File: config.mk
export PLATFORM = sky130hd
export DESIGN_NAME = qspi_arb_flat
export DESIGN_NICKNAME = d
export VERILOG_FILES = /design/src/rtl/qspi_arb_pkg.sv /design/src/rtl/qspi_arb_if.sv /design/src/rtl/qspi_rr_pick.sv /design/src/rtl/qspi_arb.sv /design/src/flat_wrapper.sv
export SDC_FILE = /design/constraint.sdc
export NUM_CORES = 1
export LEC_CHECK = 0
export ABC_AREA = 0
export CAP_MARGIN = 20
export CORE_MARGIN = 4
export CORE_UTILIZATION = 40
export DETAILED_ROUTE_END_ITERATION = 12
export HOLD_SLACK_MARGIN = 0.05
export PLACE_DENSITY = 0.86
export SYNTH_ARGS = -nofsm -noshare
export SYNTH_HDL_FRONTEND = slang
export SYNTH_SLANG_ARGS = --single-unit
File: constraint.sdc
create_clock -name clk -period 2.9 [get_ports clk]
set_clock_uncertainty 0.15 [all_clocks]
set_input_delay 0.435 -clock clk [delete_from_list [all_inputs] [get_ports clk]]
set_output_delay 0.435 -clock clk [all_outputs]
set_load 0.005 [all_outputs]
File: src/rtl/qspi_arb_pkg.sv
// Shared encodings for the QSPI arbiter: FSM states, port owner and access size.
package qspi_arb_pkg;

  typedef enum logic [1:0] {S_IDLE, S_ISSUE, S_WAIT, S_DONE} state_t;

  typedef enum logic {OWN_FETCH = 1'b0, OWN_DATA = 1'b1} owner_t;

  typedef enum logic [1:0] {SZ_BYTE, SZ_HALF, SZ_WORD} size_t;

  // Word wins over halfword when both flags are set; neither flag means byte.
  function automatic size_t decode_size(input logic w, input logic hw);
    size_t s;
    if (w)       s = SZ_WORD;
    else if (hw) s = SZ_HALF;
    else         s = SZ_BYTE;
    return s;
  endfunction

endpackage

File: src/rtl/qspi_arb_if.sv
// Bus bundle between the fetch/data requesters, the arbiter and the QSPI controller.
interface qspi_arb_if;

  logic        if_req;
  logic [31:0] if_adr;
  logic        if_ack;
  logic [31:0] if_rdata;

  logic        dm_rreq;
  logic        dm_wreq;
  logic        dm_w;
  logic        dm_hw;
  logic [31:0] dm_adr;
  logic [31:0] dm_wdata;
  logic        dm_ack;
  logic [31:0] dm_rdata;

  logic        q_read_req;
  logic        q_write_req;
  logic        q_w;
  logic        q_hw;
  logic [31:0] q_adr;
  logic [31:0] q_wdata;
  logic        q_read_valid;
  logic        q_write_finish;
  logic [31:0] q_read_data;

  logic        busy;

  modport slave (
    input  if_req, if_adr, dm_rreq, dm_wreq, dm_w, dm_hw, dm_adr, dm_wdata,
           q_read_valid, q_write_finish, q_read_data,
    output if_ack, if_rdata, dm_ack, dm_rdata,
           q_read_req, q_write_req, q_w, q_hw, q_adr, q_wdata, busy
  );

  modport master (
    output if_req, if_adr, dm_rreq, dm_wreq, dm_w, dm_hw, dm_adr, dm_wdata,
           q_read_valid, q_write_finish, q_read_data,
    input  if_ack, if_rdata, dm_ack, dm_rdata,
           q_read_req, q_write_req, q_w, q_hw, q_adr, q_wdata, busy
  );

endinterface

File: src/rtl/qspi_rr_pick.sv
// Two-way round-robin pick between fetch and data; on a tie the port that
// did not win last time gets the grant.
module qspi_rr_pick
  import qspi_arb_pkg::*;
(
  input  logic   req_fetch,
  input  logic   req_data,
  input  owner_t last,
  output owner_t grant
);

  always_comb begin
    grant = OWN_DATA;
    if (req_fetch && req_data) begin
      grant = (last == OWN_DATA) ? OWN_FETCH : OWN_DATA;
    end else if (req_fetch) begin
      grant = OWN_FETCH;
    end
  end

endmodule

File: src/rtl/qspi_arb.sv
// Arbitrates the fetch and data ports onto a single QSPI controller, one
// transaction at a time, with no request queueing.
module qspi_arb
  import qspi_arb_pkg::*;
(
  input  logic       clk,
  input  logic       rst_n,
  qspi_arb_if.slave  bus
);

  state_t      state;
  owner_t      owner;
  owner_t      last;
  owner_t      grant;
  size_t       size;
  logic        is_write;
  logic [31:0] adr_q;
  logic [31:0] wdata_q;
  logic [31:0] if_rdata_q;
  logic [31:0] dm_rdata_q;
  logic        if_ack_q;
  logic        dm_ack_q;
  logic        rd_req_q;
  logic        wr_req_q;
  logic        dm_req;

  assign dm_req = bus.dm_rreq | bus.dm_wreq;

  qspi_rr_pick u_pick (
    .req_fetch (bus.if_req),
    .req_data  (dm_req),
    .last      (last),
    .grant     (grant)
  );

  // Request pulses are launched on the IDLE->ISSUE edge so they line up with
  // the ISSUE cycle; the owner's rdata register doubles as the capture register.
  always_ff @(posedge clk or negedge rst_n) begin
    if (!rst_n) begin
      state      <= S_IDLE;
      owner      <= OWN_FETCH;
      last       <= OWN_DATA;
      size       <= SZ_BYTE;
      is_write   <= 1'b0;
      adr_q      <= '0;
      wdata_q    <= '0;
      if_rdata_q <= '0;
      dm_rdata_q <= '0;
      if_ack_q   <= 1'b0;
      dm_ack_q   <= 1'b0;
      rd_req_q   <= 1'b0;
      wr_req_q   <= 1'b0;
    end else begin
      rd_req_q <= 1'b0;
      wr_req_q <= 1'b0;
      if_ack_q <= 1'b0;
      dm_ack_q <= 1'b0;
      case (state)
        S_IDLE: begin
          if (bus.if_req || dm_req) begin
            owner <= grant;
            last  <= grant;
            state <= S_ISSUE;
            if (grant == OWN_FETCH) begin
              adr_q    <= bus.if_adr;
              size     <= SZ_WORD;
              wdata_q  <= '0;
              is_write <= 1'b0;
              rd_req_q <= 1'b1;
            end else begin
              adr_q    <= bus.dm_adr;
              size     <= decode_size(bus.dm_w, bus.dm_hw);
              wdata_q  <= bus.dm_wdata;
              is_write <= bus.dm_wreq;
              rd_req_q <= ~bus.dm_wreq;
              wr_req_q <= bus.dm_wreq;
            end
          end
        end
        S_ISSUE: state <= S_WAIT;
        S_WAIT: begin
          if (is_write) begin
            if (bus.q_write_finish) begin
              state    <= S_DONE;
              dm_ack_q <= 1'b1;
            end
          end else if (bus.q_read_valid) begin
            state <= S_DONE;
            if (owner == OWN_FETCH) begin
              if_ack_q   <= 1'b1;
              if_rdata_q <= bus.q_read_data;
            end else begin
              dm_ack_q   <= 1'b1;
              dm_rdata_q <= bus.q_read_data;
            end
          end
        end
        S_DONE:  state <= S_IDLE;
        default: state <= S_IDLE;
      endcase
    end
  end

  assign bus.if_ack      = if_ack_q;
  assign bus.if_rdata    = if_rdata_q;
  assign bus.dm_ack      = dm_ack_q;
  assign bus.dm_rdata    = dm_rdata_q;
  assign bus.q_read_req  = rd_req_q;
  assign bus.q_write_req = wr_req_q;
  assign bus.q_w         = (size == SZ_WORD);
  assign bus.q_hw        = (size == SZ_HALF);
  assign bus.q_adr       = adr_q;
  assign bus.q_wdata     = wdata_q;
  assign bus.busy        = (state != S_IDLE);

endmodule

File: src/flat_wrapper.sv
// flat-port wrapper written by rule: the top's interface ports become plain ports
module qspi_arb_flat import qspi_arb_pkg::*;
  (clk, rst_n, bus_if_req, bus_if_adr, bus_dm_rreq, bus_dm_wreq, bus_dm_w, bus_dm_hw, bus_dm_adr, bus_dm_wdata, bus_q_read_valid, bus_q_write_finish, bus_q_read_data, bus_if_ack, bus_if_rdata, bus_dm_ack, bus_dm_rdata, bus_q_read_req, bus_q_write_req, bus_q_w, bus_q_hw, bus_q_adr, bus_q_wdata, bus_busy);
  qspi_arb_if bus_i ();
  input  logic clk;
  input  logic rst_n;
  input wire logic [$bits(bus_i.if_req)-1:0] bus_if_req;
  input wire logic [$bits(bus_i.if_adr)-1:0] bus_if_adr;
  input wire logic [$bits(bus_i.dm_rreq)-1:0] bus_dm_rreq;
  input wire logic [$bits(bus_i.dm_wreq)-1:0] bus_dm_wreq;
  input wire logic [$bits(bus_i.dm_w)-1:0] bus_dm_w;
  input wire logic [$bits(bus_i.dm_hw)-1:0] bus_dm_hw;
  input wire logic [$bits(bus_i.dm_adr)-1:0] bus_dm_adr;
  input wire logic [$bits(bus_i.dm_wdata)-1:0] bus_dm_wdata;
  input wire logic [$bits(bus_i.q_read_valid)-1:0] bus_q_read_valid;
  input wire logic [$bits(bus_i.q_write_finish)-1:0] bus_q_write_finish;
  input wire logic [$bits(bus_i.q_read_data)-1:0] bus_q_read_data;
  output wire logic [$bits(bus_i.if_ack)-1:0] bus_if_ack;
  output wire logic [$bits(bus_i.if_rdata)-1:0] bus_if_rdata;
  output wire logic [$bits(bus_i.dm_ack)-1:0] bus_dm_ack;
  output wire logic [$bits(bus_i.dm_rdata)-1:0] bus_dm_rdata;
  output wire logic [$bits(bus_i.q_read_req)-1:0] bus_q_read_req;
  output wire logic [$bits(bus_i.q_write_req)-1:0] bus_q_write_req;
  output wire logic [$bits(bus_i.q_w)-1:0] bus_q_w;
  output wire logic [$bits(bus_i.q_hw)-1:0] bus_q_hw;
  output wire logic [$bits(bus_i.q_adr)-1:0] bus_q_adr;
  output wire logic [$bits(bus_i.q_wdata)-1:0] bus_q_wdata;
  output wire logic [$bits(bus_i.busy)-1:0] bus_busy;
  assign bus_i.if_req = bus_if_req;
  assign bus_i.if_adr = bus_if_adr;
  assign bus_i.dm_rreq = bus_dm_rreq;
  assign bus_i.dm_wreq = bus_dm_wreq;
  assign bus_i.dm_w = bus_dm_w;
  assign bus_i.dm_hw = bus_dm_hw;
  assign bus_i.dm_adr = bus_dm_adr;
  assign bus_i.dm_wdata = bus_dm_wdata;
  assign bus_i.q_read_valid = bus_q_read_valid;
  assign bus_i.q_write_finish = bus_q_write_finish;
  assign bus_i.q_read_data = bus_q_read_data;
  assign bus_if_ack = bus_i.if_ack;
  assign bus_if_rdata = bus_i.if_rdata;
  assign bus_dm_ack = bus_i.dm_ack;
  assign bus_dm_rdata = bus_i.dm_rdata;
  assign bus_q_read_req = bus_i.q_read_req;
  assign bus_q_write_req = bus_i.q_write_req;
  assign bus_q_w = bus_i.q_w;
  assign bus_q_hw = bus_i.q_hw;
  assign bus_q_adr = bus_i.q_adr;
  assign bus_q_wdata = bus_i.q_wdata;
  assign bus_busy = bus_i.busy;
  qspi_arb u_core (.clk(clk), .rst_n(rst_n), .bus(bus_i));
endmodule
* After elaboration in Yosys (flattened, before gate mapping)
Cells that the tools add are included.
** Storage, ports and cells
- Bits of input ports :: 137
- Flip-flop bits (word level) :: 139
- Output and inout bits :: 135
- Logic and storage cells :: 61
** Cells by class
- Multiplexer cells :: 28
- Bitwise logic cells :: 4
- Reductions and logical operators :: 8
- Equal/unequal tests :: 8
** Operators by type and width (number)
- 32-bit 2-to-1 mux :: 2
- 1-bit 2-to-1 mux :: 19
- 2-bit 2-to-1 mux :: 6
- 2-bit one-hot mux with 4 select lines :: 1
- 4-bit AND reduction :: 2
- 2-bit equality test, second input constant :: 3
- 2-bit by 1-bit equality test with 1-bit output, second input constant :: 2
- 3-bit by 2-bit inequality test with 1-bit output, second input constant :: 1
- 3-bit inequality test, second input constant :: 1
- 1-bit inverter :: 3
- 3-bit AND reduction :: 1
- 2-bit zero test :: 1
- 2-bit by 1-bit inequality test with 1-bit output, second input constant :: 1
- 2-bit AND reduction :: 1
- 2-bit nonzero test :: 1
- 1-bit logical AND :: 1
- 1-bit logical OR :: 1
- 1-bit OR :: 1

* Longest topological paths before layout
- Word-level depth :: 6
- Gate-level depth with buffers :: 7
- Mapped depth without buffers :: 5

* Cells and area by module
From an unflattened synthesis, not the netlist that was laid out.
** Unflattened totals
- Cell total of the unflattened synthesis :: 455
- Area total of the unflattened synthesis :: 5596.6 um^2
** Modules (own cells, without submodules)
- qspi_arb :: instances 1, area each 5584.1 um^2, cells an instance 453, seq. area each 3479.6 um^2
- qspi_rr_pick :: instances 1, area each 12.5 um^2, cells an instance 2, seq. area each 0.0 um^2

* Least setup slack after synthesis
OpenSTA, ideal clock, no wires.
- Kind :: register to register
- From :: reg u_core.state[0]
- To :: reg u_core.if_rdata_q[12] (netlist: u_core.bus.if_rdata[12])
- Buffers on the path :: 2
- Arrival time :: 1.528 ns
- Cell stages (with the launch flop) :: 7
- Clock period less this slack :: 1.803 ns
- Path slack :: 1.097 ns
- Library setup time :: 0.125 ns
- Required time :: 2.625 ns
- Cell sequence :: dfrtp_1 inv_1 ha_1 and4bb_2 buf_2 buf_2 mux2_2
** Between the ends
- Word-level cells in the longest chain between the ends :: 2
** Ends and longest elaborated chain
- from (decl) :: line qspi_arb.sv:11 : state_t state;
- from (signal assigned) :: line qspi_arb.sv:40 : state <= S_IDLE;
- from (signal assigned) :: line qspi_arb.sv:63 : state <= S_ISSUE;
- from (signal assigned) :: line qspi_arb.sv:80 : S_ISSUE: state <= S_WAIT;
- 2-bit equality test :: line qspi_arb.sv:58 : case (state)
- 4-bit AND reduction (no line)
- to (signal assigned) :: line qspi_arb.sv:91 : if_rdata_q <= bus.q_read_data;
- to (decl) :: line qspi_arb.sv:19 : logic [31:0] if_rdata_q;
No other way between the ends.
A chain may end at the register's enable or synchronous reset.

* Worst setup path in the final report
- From :: reg u_core.state[0]
- To :: out bus_busy
** Between the ends
- Word-level cells in the longest chain between the ends :: 1
** Ends and longest elaborated chain
- 2-bit nonzero test :: line qspi_arb.sv:114 : assign bus.busy = (state != S_IDLE);
- to (decl) :: line flat_wrapper.sv:28 : output wire logic [$bits(bus_i.busy)-1:0] bus_busy;
No other way between the ends.

==> qor.txt <==
Status - finished, final reports clean
Final Max Slew Viols - 0
Worst stage delay on the critical path - 490 ps
Avg Cell Area, Syn - 12.8 sq um
Most common cell on crit path - inv_1
Finish-stage setup viols - 0
Std-Cell Rows - 42
Clk buf depth - 2
Unrepaired setup endpoints after global routing - false
Crit end category - output port
HPWL after detailed placement - 12100 um
Fin area - 0.00902 sq mm
# IOs - 272
Achievable Freq - 426 MHz
P_int - 6.72 mW
Final WL - 16400 um
Mapped Nets - 574
Power Total - 9.56 mW
Worst Path Arrival - 1760 ps
Buffers and inverters on the worst path - 3
Post-route DRC violation count - 0
Yosys reg bits - 139
Vias in the first global route - 5002
DIE AREA - 0.0158 sq mm
Critical Path Source Type - register
Initial antenna violation count - 1
Commonest non-fill, non-tap cell in the layout - clkdlybuf4s50_1
DR WL/cell - 18.3 um
Worst Slack Setup Final - 553 ps
Layout area overhead - 62.5%
Static leakage - 3.77 nW
Final period utilization - 80.9%
Crit path max-delay cell type - clkdlybuf4s50_1
PwrDens - 1060 mW/mm^2
Layout cells sized above 1 - 16.1%
Fin Hold WS - 340 ps
Ys async rst share - 100%
DRT iter0 DRCs - 306
Post_cts resized - 0
Largest net degree at the start of global routing - 69
DP Worst Slack - 479 ps
Distinct cell type count after synthesis - 31
Core Area - 0.0134 sq mm
TritonCTS clock tree - done
Worst-path fanout max - 7
Critical Path RT - 2320 ps
Top FF cell, synth - dfrtp_1
Inst Count DP - 859
Final hold vios - 0
CTS Sinks - 139
Psw - 2.84 mW
Flop pwr share - 35.4%
Worst Max-Slew Pin Slew - 837 ps
Post-synth EDFFs - 0
Utilization after layout - 67.3%
First-pass GRT wire length - 26100 um
Clk_lat worst skew - 400 ps
CTS Buf Count - 17
Final Wtd Congestion - 0.840
Antenna violation net count after detailed routing - 0
Worst vdd ir - 0.514 mV
Crit-path leading delay family - buffers and inverters
DR pass1 iterations - 6
Fin Setup TNS - 0 ps
Setup bufs post-CTS - 0
Worst path cell trace - inv_1, ha_1, inv_1, clkdlybuf4s50_1
Chip Width - 126 um
Max cap viols - 0
Root Buffer - clkbuf_16
Post-synthesis sequential area ratio - 62.7%
Commonest non-fill, non-tap cells in the layout - clkdlybuf4s50_1 (270), dfrtp_1 (138), mux2_2 (65), a21oi_1 (36), nor2_1 (35)
Die height - 126 um
Mapped Cells - 435
Switching Fraction - 29.7%
DR vias - 4682
Initial core utilization - 41.4%
Gate power share - 42.1%
Fin nets - 842
Mapped Area - 0.00555 sq mm
DP Area - 0.00842 sq mm
Period minus WS final - 2350 ps
Hold Crit Class - register to register
Final Non-Filler Cells - 893
Clock share of power - 22.4%
Worst slew margin - 44.2%
Clock-pin slew on the worst setup and hold paths - 60 ps
Yosys warnings - 0
Critical path class - register to output port
Port-buffer cells - 271
H-tree depth - 4
Total gr overflow - 0
Vias per inst - 5.24
GRT Util Overall - 20.5%
[kinds of logic (layout without fill, tap and decap cells)]
kind of cell | Yosys count | in the layout | share of synthesized area (%)
compound gates | 142 | 142 | 16.6
fa+ha+maj | 2 | 2 | 0.451
buf+inv | 39 | 320 | 3.36
flops | 139 | 139 | 62.7
mux | 66 | 66 | 13.4
other cells | 0 | 1 | 0
simple gates | 47 | 47 | 3.61
[registers in the layout, indices dropped and copies added (netlist names), 2 cells and up]
signal,flops
u_core.bus.dm_rdata,32
u_core.bus.if_rdata,32
u_core.bus.q_adr,32
u_core.bus.q_wdata,32
u_core.size,2
u_core.state,2
[path summary, 6_finish.rpt]
check / from / to / slack, ps / cells past startpoint
max: u_core.state[0]$_DFFE_PN0P_ / bus_busy / 550 / 4
min: u_core.state[0]$_DFFE_PN0P_ / u_core.state[0]$_DFFE_PN0P_ / 340 / 1
max reg2reg: u_core.state[0]$_DFFE_PN0P_ / u_core.bus.if_rdata[27]$_DFFE_PN0P_ / 870 / 5
min reg2reg: u_core.state[0]$_DFFE_PN0P_ / u_core.state[0]$_DFFE_PN0P_ / 340 / 1
max in group asynchronous: rst_n / u_core.bus.dm_rdata[22]$_DFFE_PN0P_ / 1480 / 3
min in group asynchronous: rst_n / u_core.bus.if_rdata[20]$_DFFE_PN0P_ / 360 / 2
[cell usage after synthesis, drive strengths merged (4+ instances only)]
library cell / number / area [sq um]
o21ai: 33 / 165
nand2: 5 / 18.8
buf: 27 / 141
a31oi: 32 / 200
mux2: 65 / 732
inv: 4 / 15.0
nor2: 35 / 131
a22o: 32 / 280
dfrtp: 138 / 3450
a21oi: 37 / 189
clkbuf: 8 / 30.0
[layout make-up]
type                    instances  area, sq um
diodes                          1         2.50
clock buffers                  20          457
clock inverters                12          136
fillers                       960         4380
inverters                       4         15.0
multi-input cells             257         1890
flip-flops and latches        139         3480
well taps                     176          220
repair buffers                284         2830
[timing repair]
item / 4_1_cts / 5_1_grt
endpoints found under the hold margin: 38 / 0
hold buffers: 1 / 0
endpoints found under the setup margin: 0 / 0
[power by group through the flow]
stage	registers, mW	logic [mW]	clock network [mW]
2_1_floorplan	3.40	1.60	0
3_3_place_gp	3.36	3.93	0
3_5_place_dp	3.39	4.08	0
4_1_cts	3.39	4.08	2.19
5_1_grt	3.50	4.36	2.29
6_report	3.39	4.03	2.15
[per-layer routing]
layer	track usage [%]	part of all wire, %	routed length, um	up-vias
met1	24.2	39	6400	2284
met5	0	0	0	-
li1	-	-	-	2124
met2	35.4	51	8290	239
met3	5.55	8.0	1310	35
met4	8.26	2.3	371	0
Note: power is estimated with default switching activity, not from simulation.
